--- config.mk ---
export PLATFORM = sky130hd
export DESIGN_NAME = histogram_cdf
export DESIGN_NICKNAME = d
export VERILOG_FILES = /design/src/rtl/histogram_pkg.sv /design/src/rtl/seq_divider.sv /design/src/rtl/histogram_cdf.sv
export SDC_FILE = /design/constraint.sdc
export NUM_CORES = 1
export LEC_CHECK = 0
export BUFFER_PORTS_ARGS = -buffer_cell sky130_fd_sc_hd__buf_2
export CORE_UTILIZATION = 35
export CTS_CLUSTER_SIZE = 30
export DETAILED_ROUTE_END_ITERATION = 8
export GPL_ROUTABILITY_DRIVEN = 0
export PLACE_DENSITY = 0.51
export SYNTH_ARGS = -nofsm -noshare
export SYNTH_HDL_FRONTEND = slang
export SYNTH_SLANG_ARGS = --single-unit
--- constraint.sdc ---
create_clock -name clk_i -period 5.2 [get_ports clk_i]
set_input_delay 0.52 -clock clk_i [delete_from_list [all_inputs] [get_ports clk_i]]
set_output_delay 0.52 -clock clk_i [all_outputs]
set_load 0.1 [all_outputs]
--- src/rtl/histogram_pkg.sv ---
// Shared constants, width derivations and state encoding for the histogram blocks.
package histogram_pkg;

  localparam int C_QUANTITY    = 16;
  localparam int C_COUNT_WIDTH = 16;
  localparam int C_DATA_WIDTH  = 8;

  function automatic int sum_width(input int quantity, input int count_width);
    return count_width + $clog2(quantity);
  endfunction

  localparam int SUM_W = sum_width(C_QUANTITY, C_COUNT_WIDTH);
  localparam int P     = SUM_W + C_DATA_WIDTH;

  typedef enum logic [1:0] {
    ST_IDLE  = 2'd0,
    ST_ACCUM = 2'd1,
    ST_NORM  = 2'd2
  } hist_state_e;

endpackage

--- src/rtl/seq_divider.sv ---
// Restoring unsigned divider, one quotient bit per cycle, start/done handshake.
module seq_divider #(
  parameter int DW = 28,
  parameter int VW = 20,
  parameter int QW = 8
) (
  input  logic          clk_i,
  input  logic          rstn_i,
  input  logic          start_i,
  input  logic [DW-1:0] dividend_i,
  input  logic [VW-1:0] divisor_i,
  output logic          busy_o,
  output logic          done_o,
  output logic [QW-1:0] quotient_o
);

  localparam int CW = $clog2(DW + 1);

  logic          busy_q, busy_d;
  logic [CW-1:0] cnt_q, cnt_d;
  logic [VW-1:0] rem_q, rem_d;
  logic [DW-1:0] quo_q, quo_d;
  logic [VW-1:0] div_q, div_d;
  logic [VW:0]   rem_shift;
  logic [VW:0]   diff;
  logic          ge;

  // start_i is taken only while busy_o is low; done_o pulses on the final
  // iteration cycle and quotient_o is valid only in that cycle.
  always_comb begin
    busy_d    = busy_q;
    cnt_d     = cnt_q;
    rem_d     = rem_q;
    quo_d     = quo_q;
    div_d     = div_q;
    done_o    = 1'b0;
    rem_shift = {rem_q, quo_q[DW-1]};
    diff      = rem_shift - {1'b0, div_q};
    ge        = ~diff[VW];
    if (busy_q) begin
      rem_d = ge ? diff[VW-1:0] : rem_shift[VW-1:0];
      quo_d = {quo_q[DW-2:0], ge};
      cnt_d = cnt_q - 1'b1;
      if (cnt_q == CW'(1)) begin
        busy_d = 1'b0;
        done_o = 1'b1;
      end
    end else if (start_i) begin
      busy_d = 1'b1;
      cnt_d  = CW'(DW);
      rem_d  = '0;
      quo_d  = dividend_i;
      div_d  = divisor_i;
    end
    quotient_o = quo_d[QW-1:0];
  end

  always_ff @(posedge clk_i) begin
    if (!rstn_i) begin
      busy_q <= 1'b0;
      cnt_q  <= '0;
      rem_q  <= '0;
      quo_q  <= '0;
      div_q  <= '0;
    end else begin
      busy_q <= busy_d;
      cnt_q  <= cnt_d;
      rem_q  <= rem_d;
      quo_q  <= quo_d;
      div_q  <= div_d;
    end
  end

  assign busy_o = busy_q;

endmodule

--- src/rtl/histogram_cdf.sv ---
// Accumulates a histogram frame into a CDF, then emits one equalised level per bin.
module histogram_cdf
  import histogram_pkg::*;
#(
  parameter int C_QUANTITY    = histogram_pkg::C_QUANTITY,
  parameter int C_COUNT_WIDTH = histogram_pkg::C_COUNT_WIDTH,
  parameter int C_DATA_WIDTH  = histogram_pkg::C_DATA_WIDTH
) (
  input  logic                     clk_i,
  input  logic                     rstn_i,
  input  logic                     valid_i,
  input  logic                     last_i,
  input  logic [C_COUNT_WIDTH-1:0] data_i,
  output logic                     busy_o,
  output logic                     valid_o,
  output logic                     last_o,
  output logic [C_DATA_WIDTH-1:0]  data_o,
  output hist_state_e              state_o
);

  localparam int SUM_BITS  = sum_width(C_QUANTITY, C_COUNT_WIDTH);
  localparam int PROD_BITS = SUM_BITS + C_DATA_WIDTH;
  localparam int IW        = $clog2(C_QUANTITY + 1);
  localparam int AW        = (C_QUANTITY > 1) ? $clog2(C_QUANTITY) : 1;

  hist_state_e             state_q, state_d;
  logic [SUM_BITS-1:0]     sum_q, sum_d;
  logic [IW-1:0]           acc_n_q, acc_n_d;
  logic [IW-1:0]           lnch_q, lnch_d;
  logic                    valid_o_q, valid_o_d;
  logic                    last_o_q, last_o_d;
  logic [C_DATA_WIDTH-1:0] data_o_q, data_o_d;
  logic [SUM_BITS-1:0]     cdf_q [C_QUANTITY];
  logic [SUM_BITS-1:0]     cdf_d [C_QUANTITY];

  logic [SUM_BITS-1:0]     sum_new;
  logic [SUM_BITS-1:0]     numer;
  logic [PROD_BITS-1:0]    dividend;
  logic                    div_start;
  logic                    div_busy;
  logic                    div_done;
  logic [C_DATA_WIDTH-1:0] div_quo;

  // Bins past an early last_i were never written; they read as the total.
  always_comb begin
    numer    = (lnch_q < acc_n_q) ? cdf_q[lnch_q[AW-1:0]] : sum_q;
    dividend = {numer, {C_DATA_WIDTH{1'b0}}} - PROD_BITS'(numer);
  end

  seq_divider #(
    .DW (PROD_BITS),
    .VW (SUM_BITS),
    .QW (C_DATA_WIDTH)
  ) u_div (
    .clk_i      (clk_i),
    .rstn_i     (rstn_i),
    .start_i    (div_start),
    .dividend_i (dividend),
    .divisor_i  (sum_q),
    .busy_o     (div_busy),
    .done_o     (div_done),
    .quotient_o (div_quo)
  );

  always_comb begin
    state_d   = state_q;
    sum_d     = sum_q;
    acc_n_d   = acc_n_q;
    lnch_d    = lnch_q;
    valid_o_d = 1'b0;
    last_o_d  = 1'b0;
    data_o_d  = data_o_q;
    cdf_d     = cdf_q;
    div_start = 1'b0;
    sum_new   = sum_q + SUM_BITS'(data_i);
    unique case (state_q)
      ST_IDLE: begin
        if (valid_i) begin
          sum_d    = SUM_BITS'(data_i);
          cdf_d[0] = SUM_BITS'(data_i);
          acc_n_d  = IW'(1);
          lnch_d   = '0;
          state_d  = (last_i || C_QUANTITY == 1) ? ST_NORM : ST_ACCUM;
        end
      end
      ST_ACCUM: begin
        if (valid_i) begin
          sum_d                     = sum_new;
          cdf_d[acc_n_q[AW-1:0]]    = sum_new;
          acc_n_d                   = acc_n_q + 1'b1;
          if (last_i || acc_n_q == IW'(C_QUANTITY - 1)) state_d = ST_NORM;
        end
      end
      ST_NORM: begin
        if (!div_busy && lnch_q < IW'(C_QUANTITY)) begin
          div_start = 1'b1;
          lnch_d    = lnch_q + 1'b1;
        end
        if (div_done) begin
          valid_o_d = 1'b1;
          last_o_d  = (lnch_q == IW'(C_QUANTITY));
          data_o_d  = (sum_q == '0) ? '0 : div_quo;
        end
        if (valid_o_q && last_o_q) state_d = ST_IDLE;
      end
      default: state_d = ST_IDLE;
    endcase
  end

  always_ff @(posedge clk_i) begin
    if (!rstn_i) begin
      state_q   <= ST_IDLE;
      sum_q     <= '0;
      acc_n_q   <= '0;
      lnch_q    <= '0;
      valid_o_q <= 1'b0;
      last_o_q  <= 1'b0;
      data_o_q  <= '0;
    end else begin
      state_q   <= state_d;
      sum_q     <= sum_d;
      acc_n_q   <= acc_n_d;
      lnch_q    <= lnch_d;
      valid_o_q <= valid_o_d;
      last_o_q  <= last_o_d;
      data_o_q  <= data_o_d;
    end
  end

  always_ff @(posedge clk_i) begin
    cdf_q <= cdf_d;
  end

  assign busy_o  = (state_q == ST_NORM);
  assign valid_o = valid_o_q;
  assign last_o  = last_o_q;
  assign data_o  = data_o_q;
  assign state_o = state_q;

endmodule

==> out/metrics.yaml <==
run_status: "finished clean"
finalNetCount: 1729
cellLeakagePower_nw: 7.838
detail-route-antenna-nets: 0
rsz0062_at_grt: "false"
required_ns: 5.67
worst-endpoint-arrival_ns: 5.43
worstRegToRegCells: 16
wire_per_inst_um: 22.65
ctsHoldBuffers: 0
worst_setup_path_end_kind: "flip-flop"
drive_above_1_share: 0.1490
first_drt_iteration_drcs: 1205
fillerInstances: 5435
setup-tns-final_ns: 0
report.power.total_w: 0.008769
die_width_um: 243.4
asyncSetResetFlopFracSynth: 0
timing.rr.start: "lnch_q[2]"
start_util: 0.3542
clock_tree_from_tritoncts: "yes"
startpoint_type: "flip-flop"
fp.dieH_um: 243.4
critical_path_class: "flip-flop to flip-flop"
global_route.overflow_total: 0
number_of_synthesized_flops_with_an_enable_pin: 320
clock-sinks: 436
htree_num_levels: 2
layout-area-overhead-vs-synth_pct: 13.12
grt_pass1_wl_um: 83060
cts_max_path_buffers: 3
core.rowCount: 88
grt_antenna_before_repair: 1
postSynthCellCount: 1591
most_frequently_used_flop_master_after_synthesis: "edfxtp_1"
library_cells_used_by_synthesis: 87
synthTopCellsByCount: "edfxtp_1, nand2_1, dfxtp_1"
area.sequential_um2: 11940
finalSetupViolations: 0
reg2reg_to: "u_div.quo_q[24]"
fin_crit_sh: 0.9527
slew-limit-headroom: 0.09448
ioPinCount: 33
dieArea_um2: 59240
post-synth-top-area-fraction: 0.4711
netlist_area_um2: 20400
root_buffer_selected_by_cts: "clkbuf_16"
insertedDiodeCount: 0
netlist_top_cells_area: "edfxtp_1, dfxtp_1, mux4_2, ha_1, mux2i_1"
worst-slew-pin-transition_ns: 1.349
worst_min_delay_path_startpoint: "valid_i"
cts.repair_timing.setup_buffer_count: 0
core_um2: 57590
power_per_cell_area_nw_per_um2: 380.0
holdCritPathClass: "primary input to flip-flop"
final_max_slew_viol_count: 0
cell_type_with_the_largest_total_area_after_synthesis: "edfxtp_1"
drt_drc_violations_left: 0
synth_seq_cells: 436
critPathMaxFanout: 33
holdPathStages: 3
seq_area_frac_synth: 0.5850
clock.fmax_ghz: 0.2019
timing.final.crit_period_ns: 4.954
routed_wl_um: 55490
drv.max_cap_violation_count: 0
port_buffers: 32
dpl.hpwl_um: 37660
synth_area_per_cell_um2: 12.82
vias: 13400
synth_warnings: 0
finalHoldViolCount: 0
vdd_drop_max_uv: 262.4
grt_pass1_vias: 13100
clkTransAtPathRegs_ns: 0.06
detailedRoute.firstPassIterationCount: 6
worst_clock_skew_ns: 0.01562
grt_max_degree: 49
synth_fp_nets: 1673
clock_latency_ns: 0.61
reg2reg_slack_ns: 0.25
cts.repair.resized: 0
timing.hold.worst_endpoint: "state_o[0]"
yosys.cell_count.top_type: "edfxtp_1"
post_detailed_route_via_to_cell_ratio: 5.471
tritoncts.num_buffers: 48
multiInputGateArea_um2: 7826
grt_use_total: 0.1863
report_power, final:
part | switching [W] | internal (W) | leakage [nW]
sequential | 0.0000895 | 0.00392 | 3.84
clock | 0.00142 | 0.00186 | 0.733
combinational | 0.000913 | 0.000557 | 3.26
through the flow:
step,hold WS (ns),setup slack (ns),instance area [um2],instances,util
floorplan,0.4319,0.8713,20400,1591,-
finish,0.2393,0.2462,23070,2450,0.4007
global route,0.2386,0.004865,23070,2450,0.4007
detailed placement,0.4514,0.1828,21550,2361,0.3743
CTS,0.2093,0.1751,23050,2449,0.4003
global placement,0.4428,0.2754,21550,2361,0.3743
state kept, by name, indices dropped and copies added, names as in the netlist, 2 cells and up:
register     cells
acc_n_q          5
cdf_q          320
data_o           8
lnch_q           5
state_o          2
sum_q           20
u_div.cnt_q      5
u_div.div_q     20
u_div.quo_q     28
u_div.rem_q     20
logic make-up after synthesis:
logic type      synth area share
mux                       0.1075
flops                     0.5850
buf+inv                  0.03208
xor+xnor                 0.02448
simple gates             0.09239
fa+ha+maj                0.03877
compound gates            0.1197
critical path: stages, from the launching register on:
cell,delay [ns]
dfxtp_4,0.68
buf_6,0.39
nand3b_1,0.39
o22ai_1,0.19
nor4b_1,0.64
buf_4,0.23
nor2_1,0.04
a21oi_1,0.30
inv_1,0.22
ha_1,0.34
or3_1,0.30
o21ai_0,0.08
inv_1,0.11
o211ai_4,0.13
a211oi_4,0.13
o41ai_1,0.50
o22ai_2,0.11
layout by cell type (no fill, tap or decap), drive strengths merged, types with 33 or more instances in the layout:
cell    netlist  final
buf          38     86
o22ai        33     33
edfxtp      320    320
mux2i        59     59
nor3         35     35
dfxtp       116    116
xnor2        41     41
clkbuf       42     62
inv          70     72
mux4         64     64
a21oi       102    102
ha           60     60
nor2        100    100
nand2       149    149
o21ai        45     45
per-layer routing:
layer | vias to the layer above | share of wire | GRT usage
met5 | - | 0 | 0
met4 | 0 | 0.026 | 0.06123
met3 | 72 | 0.057 | 0.03161
met2 | 365 | 0.45 | 0.2841
met1 | 6779 | 0.47 | 0.2679
li1 | 6188 | - | -
area by class of cell:
type | count | share of cell area
multi-input cells | 1005 | 0.3392
repair buffers | 86 | 0.02522
flip-flops and latches | 436 | 0.5176
inverters | 70 | 0.01139
clock buffers | 62 | 0.05613
clock inverters | 26 | 0.008948
well taps | 765 | 0.04149
worst max path at each step:
stage / start / end / slack (ns)
2_1_floorplan: lnch_q[0] / u_div.quo_q[25] / 0.87
3_3_place_gp: lnch_q[2] / u_div.quo_q[24] / 0.28
3_5_place_dp: lnch_q[2] / u_div.quo_q[24] / 0.18
4_1_cts: lnch_q[2] / u_div.quo_q[24] / 0.18
5_1_grt: lnch_q[0] / u_div.quo_q[24] / 0.005
6_report: lnch_q[2] / u_div.quo_q[24] / 0.25
No activity file was read; power rests on OpenSTA's default activity.
